<file path="config.mk">
export PLATFORM = sky130hd
export DESIGN_NAME = alu32_seq_ctrl
export DESIGN_NICKNAME = d
export VERILOG_FILES = /design/src/rtl/alu32_seq_ctrl_pkg.sv /design/src/rtl/alu32_seq_lat_cnt.sv /design/src/rtl/alu32_seq_ctrl.sv
export SDC_FILE = /design/constraint.sdc
export NUM_CORES = 1
export LEC_CHECK = 0
export ABC_AREA = 1
export CAP_MARGIN = 20
export CORE_MARGIN = 3
export CORE_UTILIZATION = 35
export DETAILED_ROUTE_END_ITERATION = 12
export PLACE_DENSITY = 0.73
export RECOVER_POWER = 100
export SLEW_MARGIN = 20
export SYNTH_ARGS = -nofsm -noshare
export SYNTH_HDL_FRONTEND = slang
export SYNTH_SLANG_ARGS = --single-unit
</file>
<file path="constraint.sdc">
create_clock -name clk -period 1.4 [get_ports clk]
set_input_delay 0.35 -clock clk [delete_from_list [all_inputs] [get_ports clk]]
set_output_delay 0.35 -clock clk [all_outputs]
set_load 0.1 [all_outputs]
</file>
<file path="src/rtl/alu32_seq_ctrl_pkg.sv">
// rtl/alu32_seq_ctrl_pkg.sv - shared FSM states, aluop constants and counter sizing for alu32_seq_ctrl
package alu32_seq_ctrl_pkg;

  localparam logic [2:0] ST_IDLE   = 3'd0;
  localparam logic [2:0] ST_EXEC   = 3'd1;
  localparam logic [2:0] ST_MSTART = 3'd2;
  localparam logic [2:0] ST_MWAIT  = 3'd3;
  localparam logic [2:0] ST_RESP   = 3'd4;

  localparam logic [2:0] OP_ADD = 3'b000;
  localparam logic [2:0] OP_MUL = 3'b010;

  // The counter only ever holds latency-1, so clog2 of the larger latency suffices.
  function automatic int lat_cnt_width(input int mul_cycles, input int comb_cycles);
    int mx;
    mx = (mul_cycles > comb_cycles) ? mul_cycles : comb_cycles;
    return (mx < 2) ? 1 : $clog2(mx);
  endfunction

endpackage

</file>
<file path="src/rtl/alu32_seq_lat_cnt.sv">
// rtl/alu32_seq_lat_cnt.sv - loadable down-counter with zero flag used to time alu32 latency
module alu32_seq_lat_cnt #(
  parameter int W = 6
) (
  input  logic         clk,
  input  logic         rst,
  input  logic         load,
  input  logic         en,
  input  logic [W-1:0] load_val,
  output logic         zero
);

  logic [W-1:0] cnt;

  always_ff @(posedge clk) begin
    if (rst) begin
      cnt <= '0;
    end else if (load) begin
      cnt <= load_val;
    end else if (en && (cnt != '0)) begin
      cnt <= cnt - 1'b1;
    end
  end

  assign zero = (cnt == '0);

endmodule

</file>
<file path="src/rtl/alu32_seq_ctrl.sv">
// rtl/alu32_seq_ctrl.sv - valid/ready issue controller hiding alu32 multiplier latency
// Optional statistics counters are enabled by defining ALU32_SEQ_STATS_EN.
module alu32_seq_ctrl
  import alu32_seq_ctrl_pkg::*;
#(
  parameter int         MUL_CYCLES  = 64,
  parameter int         COMB_CYCLES = 1,
  parameter logic [2:0] MUL_OP      = OP_MUL
) (
  input  logic        clk,
  input  logic        rst,
  input  logic        req_valid,
  output logic        req_ready,
  input  logic [31:0] req_a,
  input  logic [31:0] req_b,
  input  logic [2:0]  req_op,
  output logic        rsp_valid,
  input  logic        rsp_ready,
  output logic [31:0] rsp_result,
  output logic [31:0] alu_a,
  output logic [31:0] alu_b,
  output logic [2:0]  alu_op,
  output logic        alu_rst,
  input  logic [31:0] alu_result,
  output logic        busy
`ifdef ALU32_SEQ_STATS_EN
  ,
  output logic [31:0] stat_ops,
  output logic [31:0] stat_mul_ops
`endif
);

  localparam int            CW        = lat_cnt_width(MUL_CYCLES, COMB_CYCLES);
  localparam logic [CW-1:0] MUL_LOAD  = CW'(MUL_CYCLES - 1);
  localparam logic [CW-1:0] COMB_LOAD = CW'(COMB_CYCLES - 1);

  logic [2:0]    state;
  logic          accept;
  logic          cnt_load;
  logic          cnt_en;
  logic          cnt_zero;
  logic [CW-1:0] cnt_val;

  assign req_ready = (state == ST_IDLE) && !rst;
  assign busy      = (state != ST_IDLE) && !rst;
  assign alu_rst   = rst || (state == ST_MSTART);
  assign accept    = req_valid && req_ready;

  // Multiply loads its count on leaving MSTART so the start cycle is not counted twice.
  always_comb begin
    cnt_load = 1'b0;
    cnt_en   = 1'b0;
    cnt_val  = COMB_LOAD;
    case (state)
      ST_IDLE:   cnt_load = accept && (req_op != MUL_OP);
      ST_MSTART: begin
        cnt_load = 1'b1;
        cnt_val  = MUL_LOAD;
      end
      ST_EXEC, ST_MWAIT: cnt_en = 1'b1;
      default: ;
    endcase
  end

  alu32_seq_lat_cnt #(.W(CW)) u_lat_cnt (
    .clk      (clk),
    .rst      (rst),
    .load     (cnt_load),
    .en       (cnt_en),
    .load_val (cnt_val),
    .zero     (cnt_zero)
  );

  always_ff @(posedge clk) begin
    if (rst) begin
      state      <= ST_IDLE;
      rsp_valid  <= 1'b0;
      rsp_result <= '0;
      alu_a      <= '0;
      alu_b      <= '0;
      alu_op     <= OP_ADD;
    end else begin
      case (state)
        ST_IDLE: begin
          if (accept) begin
            alu_a  <= req_a;
            alu_b  <= req_b;
            alu_op <= req_op;
            state  <= (req_op == MUL_OP) ? ST_MSTART : ST_EXEC;
          end
        end
        ST_EXEC, ST_MWAIT: begin
          if (cnt_zero) begin
            rsp_result <= alu_result;
            rsp_valid  <= 1'b1;
            state      <= ST_RESP;
          end
        end
        ST_MSTART: state <= ST_MWAIT;
        ST_RESP: begin
          if (rsp_ready) begin
            rsp_valid <= 1'b0;
            state     <= ST_IDLE;
          end
        end
        default: state <= ST_IDLE;
      endcase
    end
  end

`ifdef ALU32_SEQ_STATS_EN
  always_ff @(posedge clk) begin
    if (rst) begin
      stat_ops     <= '0;
      stat_mul_ops <= '0;
    end else if ((state == ST_RESP) && rsp_ready) begin
      stat_ops <= stat_ops + 32'd1;
      if (alu_op == MUL_OP) begin
        stat_mul_ops <= stat_mul_ops + 32'd1;
      end
    end
  end
`endif

endmodule

</file>
==> Word-level counts from Yosys, hierarchy flattened <==
Cells that the tools add are included.
W data, S select, Z words.
{ "word_totals": {"regBits": 109, "out_inout_bits": 103, "inputBits": 103} }
{ "classes": {"n_eq_ne": 9, "add_sub_neg": 1, "n_reduce_logical": 18, "muxes": 13} }
{ "op_table": {"columns": ["operator", "count"], "rows": [
  ["$mux W6", 3],
  ["$pmux W3 S4", 1],
  ["$eq A3 B2 Y1 const B", 3],
  ["$mux W3", 3],
  ["$logic_not A6 Y1", 1],
  ["$ne A2 B2 Y1 const B", 3],
  ["$reduce_and A3 Y1", 2],
  ["$reduce_bool A6 Y1", 1],
  ["$sub A6 B1 Y6 const B", 1],
  ["$logic_and A1 B1 Y1", 5],
  ["$pmux W1 S2", 2],
  ["$reduce_and A2 Y1", 2],
  ["$reduce_bool A2 Y1", 2],
  ["$eq A3 B1 Y1 const B", 1],
  ["$eq A3 B3 Y1 const B", 1],
  ["$logic_not A3 Y1", 1],
  ["$mux W1", 3],
  ["$ne A3 B2 Y1 const B", 1],
  ["$reduce_bool A3 Y1", 1],
  ["$mux W2", 1],
  ["$reduce_or A2 Y1", 1],
  ["$logic_not A1 Y1", 1],
  ["$logic_or A1 B1 Y1", 1]
]} }

==> Depth between registers and ports, before layout <==
Gate-level depths: netlist of run 1.
{ "depth": {"ltp_word": 6, "mapped_depth": 10, "mapped_depth_nobuf": 9} }

==> By module <==
Synthesis of run 1 repeated with hierarchy kept, for this count alone.
{ "hier_totals": {"cells_unflattened": 546, "hier_area_um2": 4484.3} }
{ "by_module_without_submodules": {"columns": ["module", "area_per_inst_um2", "instances", "cells_per_inst"], "rows": [
  ["alu32_seq_ctrl", 4062.6, 1, 478],
  ["alu32_seq_lat_cnt", 421.7, 1, 68]
]} }

==> Worst setup path before layout of run 1 <==
OpenSTA, ideal clock, no wires.
{ "synth_path": {"kind": "flip-flop to output port", "from": "register state[2]", "to": "output busy", "arrival_time_ns": 1.802, "setup_slack_ns": -0.752, "path_stages_with_launch": 5, "path_cell_list": "dfxtp_1 inv_1 nand2_1 nor2_1 nor2_1"} }
{ "synth_between": {"elab_chain_len": 2} }
{ "synth_rtl": {"columns": ["item", "line_no", "rtl"], "rows": [
  ["from (decl)", "alu32_seq_ctrl.sv:37", "logic [2:0] state;"],
  ["from (signal assigned)", "alu32_seq_ctrl.sv:89", "state <= (req_op == MUL_OP) ? ST_MSTART : ST_EXEC;"],
  ["$reduce_bool A3 Y1", "alu32_seq_ctrl.sv:45", "assign busy = (state != ST_IDLE) && !rst;"],
  ["$logic_and A1 B1 Y1", "alu32_seq_ctrl.sv:45", null],
  ["to (decl)", "alu32_seq_ctrl.sv:25", "output logic busy"]
]} }
Every way passes these cells.

==> Worst setup path in the final report of run 1 <==
{ "layout_path": {"from": "register state[0]", "to": "output req_ready"} }
{ "layout_between": {"elab_chain_len": 2} }
{ "layout_rtl": {"columns": ["item", "line_no", "rtl"], "rows": [
  ["$logic_not A3 Y1", "alu32_seq_ctrl.sv:44", "assign req_ready = (state == ST_IDLE) && !rst;"],
  ["$logic_and A1 B1 Y1", "alu32_seq_ctrl.sv:44", null],
  ["to (decl)", "alu32_seq_ctrl.sv:13", "output logic req_ready,"]
]} }
Every way passes these cells.

==> results of run 1 <==
[power by group]
group	internal, mW	leakage (nW)	total (mW)	switching [mW]
clock network	1.78	0.161	2.88	1.10
registers	3.59	0.896	3.89	0.295
logic	1.72	2.17	6.23	4.52
total	7.09	3.22	13.0	5.91
[registers in the layout (all words and copies together), names as in the netlist]
| register | cells |
|---|---|
| u_lat_cnt.cnt | 6 |
| state | 3 |
| rsp_result | 32 |
| alu_b | 32 |
| alu_a | 32 |
| alu_op | 3 |
| rsp_valid | 1 |
[synth_stat cells]
master	count
a21boi_2	1
a21oi_1	4
buf_1	5
buf_2	13
buf_4	1
clkbuf_1	14
dfxtp_1	109
ha_1	2
inv_1	12
inv_2	3
nand2_1	169
nand3_1	79
nand3_2	1
nand4_1	4
nand4_2	1
nor2_1	85
nor2_2	3
nor2_4	1
o21ai_0	34
xor2_1	1
[repair_timing]
item                                    in CTS  in global routing
gates resized for setup                     22                 13
endpoints found under the setup margin      93                108
pin swaps                                    4                  3
cloned                                       0                  3
setup buffers                                4                  3
[area by class of cell]
| type | instances | share of cell area |
|---|---|---|
| timing repair buffer | 241 | 0.3438 |
| clock inverter | 4 | 0.01422 |
| tap | 140 | 0.02552 |
| clock buffer | 10 | 0.03482 |
| multi-input combinational | 385 | 0.2519 |
| inverter | 15 | 0.01094 |
| sequential | 109 | 0.3188 |
[worst max-delay path by stage]
| stage | from | endpoint |
|---|---|---|
| 2_1_floorplan | state[2] | busy |
| 3_3_place_gp | rst | u_lat_cnt.cnt[5] |
| 3_5_place_dp | rst | u_lat_cnt.cnt[3] |
| 4_1_cts | state[0] | req_ready |
| 5_1_grt | state[2] | req_ready |
| 6_report | state[0] | req_ready |
[cell families after synthesis]
family | Yosys count
and+or+nand+nor | 343
xor gates and xnor gates | 1
adders and majority gates | 2
buffers and inverters | 48
DFF | 109
AOI/OAI and AO/OA | 39
[layer usage]
| layer | part of all wire | vias up |
|---|---|---|
| met2 | 0.49 | 172 |
| met4 | 0.029 | 0 |
| met1 | 0.40 | 2029 |
| met3 | 0.077 | 28 |
| li1 | - | 2157 |
| met5 | 0 | - |
[critical path, stage by stage, from the launching register on]
cell	delay (ns)
dfxtp_2	0.34
nor2_4	0.18
nand3_4	0.10
clkinvlp_4	0.10
buf_12	0.17
[metrics by stage]
stage	hold slack, ns	worst slack (ns)	TNS [ns]	util	area, um2
after floorplan	0.4605	0.01335	0	-	4100
after global placement	0.4821	-0.3919	-26.47	0.6705	7428
after detailed placement	0.4911	-0.4885	-30.05	0.6705	7428
after CTS	0.5011	-0.2092	-6.410	0.7088	7853
after global routing	0.4815	-0.2502	-17.35	0.6196	6864
final	0.4611	-0.1912	-7.004	0.6196	6864
==> impl_results.md, run 1 <==
* Avg WL per Cell at 15.25 um
* Area leader, netlist: dfxtp_1
* IO buf count at 205
* DR iter-0 viols at 350
* Final #Nets at 866
* Worst-Skew Late Latency at 0.34 ns
* Library cells used by synthesis at 20
* Post-Synthesis Cells at 542
* H-tree depth at 3
* Die area at 0.01288 mm2
* Sequential area share after synthesis at 0.5396
* Antenna Nets Post-Route at 0
* Area of the multi-input gates at 0.001729 mm2
* Total grt overflow at 0
* Die X at 113.5 um
* Sink Count at 109
* Failing checks: negative setup slack
* Critical path arrival at 1.24 ns
* Hold Crit Class: reg2reg
* # DRC at 0
* Max clock buf depth at 2
* Worst VDD drop at 0.9656 mV
* Achievable frequency at 628.4 MHz
* Max Cap Viol at 0
* GR Util met1 at 0.2173
* Hpwl dp at 9894 um
* Placed Instances at 880
* Final setup margin at -0.1912 ns
* All-Layer GR Usage at 0.1981
* Status: finished with violations
* Commonest non-fill, non-tap cell in the layout: nand2_1
* Rel. slew slack at 0.7680
* Clock Tree Root: clkbuf_16
* Leakage at 3.222 nW
* Most used routing layer: met2
* PwrDens at 1894 mW/mm2
* Drt via density at 4.852
* Vias in the first global route at 4178
* Post-synthesis net count at 647
* Clock slew at reported path FFs at 0.07 ns
* Critical path type: reg2out
* P&R area growth vs syn at 69.74%
* GPL Wtd Cong at 0.8526
* Total power at 13.00 mW
* Worst slew pin tran at 0.3479 ns
* XOR/XNOR Fraction of Synth Area at 0.002166
* Hold Crit Depth at 2
* Drt total wl at 13790 um
* Clk_skew at 0.005677 ns
* Layout cell share with drive strength beyond 1 at 0.2317
* Worst min-delay path endpoint: alu_op[1]
* Most frequent cells in the layout: 164 x nand2_1, 106 x dfxtp_1, 101 x clkdlybuf4s50_1
* Core Rows at 38
* Final Hold Fails at 0
* Reg2Reg Setup Slack at -0.12 ns
* Worst r2r dst: u_lat_cnt.cnt[3]
* Fin cells at 904
* Synth Cell Area at 0.004044 mm2
* Largest family of logic cells by synthesized area: simple AND/OR/NAND/NOR gates
* Core area at 0.01108 mm2
* Fin. max-slew vios at 0
* CP Launch Type: flop
* Sequential cell area at 0.002188 mm2
* Global-route wire length before repair at 20350 um
* Mux cell area share after synthesis at 0
* Simple-gate share of the synthesized area at 0.3527
* Met2 usage at 0.3412
* M3 GR Usage at 0.07268
* Total number of vias at 4386
* CTS tree: built
* Share of the synthesized area in the top cell type at 0.5396
* Cts hold-fix bufs at 0
* FF+latch count, synth at 109
* Worst-path maximum fanout at 3
* Fill cell count at 1001
* Die height at 113.5 um
* Antenna diodes at 0
* Largest net degree at the start of global routing at 68
* CP required at 1.05 ns
* Period utilization at 1.137
* Minimum clock period at 1.591 ns
* Synth Warn # at 0
* RSZ-0062 raised after global routing: true
* CTS Buf Count at 9
* Post-Synth Adder-Cell Area at 0.006188
* Initial Util at 0.3650
* Worst Setup End Kind: output pin
* 1st-pass router iterations at 4
* Post-synthesis compound-gate area fraction at 0.04981
* Final setup vio count at 107
* Reg2Reg Depth at 9
* Initial antenna violation count at 0
* Synth top area cells: dfxtp_1 54%, nand2_1 16%, nand3_1 9.8%, nor2_1 7.9%, o21ai_0 4.2%
* Syn Area/Cell at 7.461 um2
* IO Pins at 206
* Worst Hold Launch: alu_op[1]
* R2r startpoint: state[0]
Note: power is estimated with default switching activity, not from simulation.
==> run 2: changes to the inputs <==
CORE_ASPECT_RATIO = 2   (was not set)
PLACE_DENSITY = 0.7   (was 0.73)
clock period = 1.62 ns   (was 1.4 ns; I/O delays follow)
==> run 2 against run 1 <==
  * The flow still finishes with violations (negative setup slack)
  * Power shrank 18%
  * Non-clock buffer count shrank 12
  * Clock skew grew 0.0044 ns
  * Worst hold slack gained 0.0034 ns
  * Sequential cell count is the same
  * Wire length grew 1.3%
  * Worst setup slack gained 0.16 ns
  * Clock power shrank 22%
  * Largest power group unchanged
==> impl_results.md, run 2 (same netlist as run 1, synthesis figures left out) <==
* Status: finished with violations
* Failing checks: negative setup slack
* Drt via density at 4.871
* Clk_skew at 0.01011 ns
* IO Pins at 206
* Critical Path, Cell by Cell: nor2_4 > nand3_4 > clkinvlp_4 > buf_12
* Reg2Reg Setup Slack at 0.05 ns
* Final setup margin at -0.02696 ns
* Sequential cell area at 0.002188 mm2
* Clock Tree Root: clkbuf_16
* Max Cap Viol at 0
* Drt total wl at 13960 um
* Final Hold Fails at 0
* Fin. max-slew vios at 0
* Antenna Nets Post-Route at 0
* Commonest non-fill, non-tap cell in the layout: nand2_1
* Biggest regs: alu_a x32, alu_b x32, rsp_result x32
* Worst r2r dst: u_lat_cnt.cnt[4]
* R2r startpoint: state[0]
* Die area at 0.01296 mm2
* Worst-Skew Late Latency at 0.34 ns
* Fill cell count at 1008
* DR iter-0 viols at 219
* All-Layer GR Usage at 0.2135
* RSZ-0062 raised after global routing: true
* Cts hold-fix bufs at 0
* Worst min-delay path endpoint: alu_b[20]
* Placed Instances at 871
* GPL Wtd Cong at 0.7987
* CP Launch Type: flop
* Worst Hold Launch: alu_b[20]
* CP required at 1.21 ns
* Initial Util at 0.3650
* Achievable frequency at 607.2 MHz
* Clock slew at reported path FFs at 0.07 ns
* # DRC at 0
* 1st-pass router iterations at 6
* Period utilization at 1.017
* Reg2Reg Depth at 8
* Critical Path Max Stage Delay at 0.34 ns
* Core area at 0.01108 mm2
* Crit-path leading delay family: flip-flops
* Layout cell share with drive strength beyond 1 at 0.2162
* Worst slew pin tran at 0.4924 ns
* Buf/Inv on CP at 2
* Initial antenna violation count at 0
* Critical path arrival at 1.24 ns
* Hpwl dp at 10460 um
* Leakage at 3.043 nW
* Die X at 82.01 um
* CTS tree: built
* Avg WL per Cell at 15.62 um
* Max clock buf depth at 2
* Total number of vias at 4355
* Minimum clock period at 1.647 ns
* Antenna diodes at 0
* Fin cells at 894
* Hold Crit Depth at 2
* Worst-path maximum fanout at 3
* Vias in the first global route at 4401
* Final #Nets at 854
* Sink Count at 109
* Rel. slew slack at 0.6740
* Die height at 158.0 um
* Critical-path top delay cell: dfxtp_2
* Global-route wire length before repair at 21640 um
* PwrDens at 1645 mW/mm2
* Critical path type: reg2out
* H-tree depth at 3
* Total power at 10.69 mW
* Pre-CTS setup slack at -0.2555 ns
* Core Rows at 54
* Largest net degree at the start of global routing at 68
* Final setup vio count at 2
* Most frequent cells in the layout: 166 x nand2_1, 106 x dfxtp_1, 100 x clkdlybuf4s50_1
* Hold Crit Class: reg2reg
* Worst Setup End Kind: output pin
* P&R area growth vs syn at 60.67%
* CTS Buf Count at 9
* Worst VDD drop at 0.7523 mV
* Setup TNS at -0.04979 ns
* Total grt overflow at 0
* IO buf count at 205
* Area of the multi-input gates at 0.001717 mm2
## run 2: changes by cell type in the layout (fill, tap and decap cells not counted), moves of 3 or more
cell,before,now
clkbuf_4,1,99
buf_4,86,16
buf_6,41,2
o21ai_0,29,34
o21ai_1,4,0
nand2_2,3,0
## run 2: what timing repair did
action / CTS / global route
gates resized for setup: 15 / 6
buffers inserted: 7 / 0
pin swaps: 4 / 1
endpoints found under the setup margin: 3 / 20
## run 2: layer usage
layer,routed length (um),GRT usage,share of wire,vias to the layer above
met1,4674,0.2036,0.33,2006
met3,1128,0.07175,0.081,26
li1,-,-,-,2140
met2,7755,0.4022,0.56,183
met4,401,0.08637,0.029,0
met5,0,0,0,-
## run 2: through the flow
stage	cell area, um2	hold WS [ns]	utilization
finish	6497	0.4644	0.5864
global placement	7360	0.4825	0.6642
CTS	7752	0.5045	0.6996
global route	6497	0.4876	0.5864
floorplan	4070	0.4701	-
detailed placement	7360	0.4940	0.6642
## run 2: final cells by class
type	count	share of cell area
inverter	15	0.009436
clock inverter	6	0.01098
clock buffer	10	0.03524
sequential	109	0.3368
multi-input combinational	385	0.2642
timing repair buffer	229	0.3164
tap	140	0.02696
## run 2: tightest hold or removal path: cells and delay by family, from the launching register on
| family | cells | cell delay [ns] |
|---|---|---|
| simple gates | 2 | 0.11 |
| flops | 1 | 0.31 |
## run 2: where the power goes
| part | switching [mW] | internal, mW |
|---|---|---|
| registers | 0.243 | 3.10 |
| clock network | 1.02 | 1.22 |
| logic | 3.88 | 1.22 |
## run 2: how the worst max path moves through the flow
stage / slack [ns] / endpoint / startpoint / cells after the start
after floorplan: -0.14 / busy / rst / 2
after global placement: -0.21 / req_ready / rst / 5
after detailed placement: -0.26 / u_lat_cnt.cnt[5] / rst / 10
after CTS: -0.03 / req_ready / state[0] / 4
after global routing: -0.07 / req_ready / state[0] / 4
final: -0.03 / req_ready / state[0] / 4
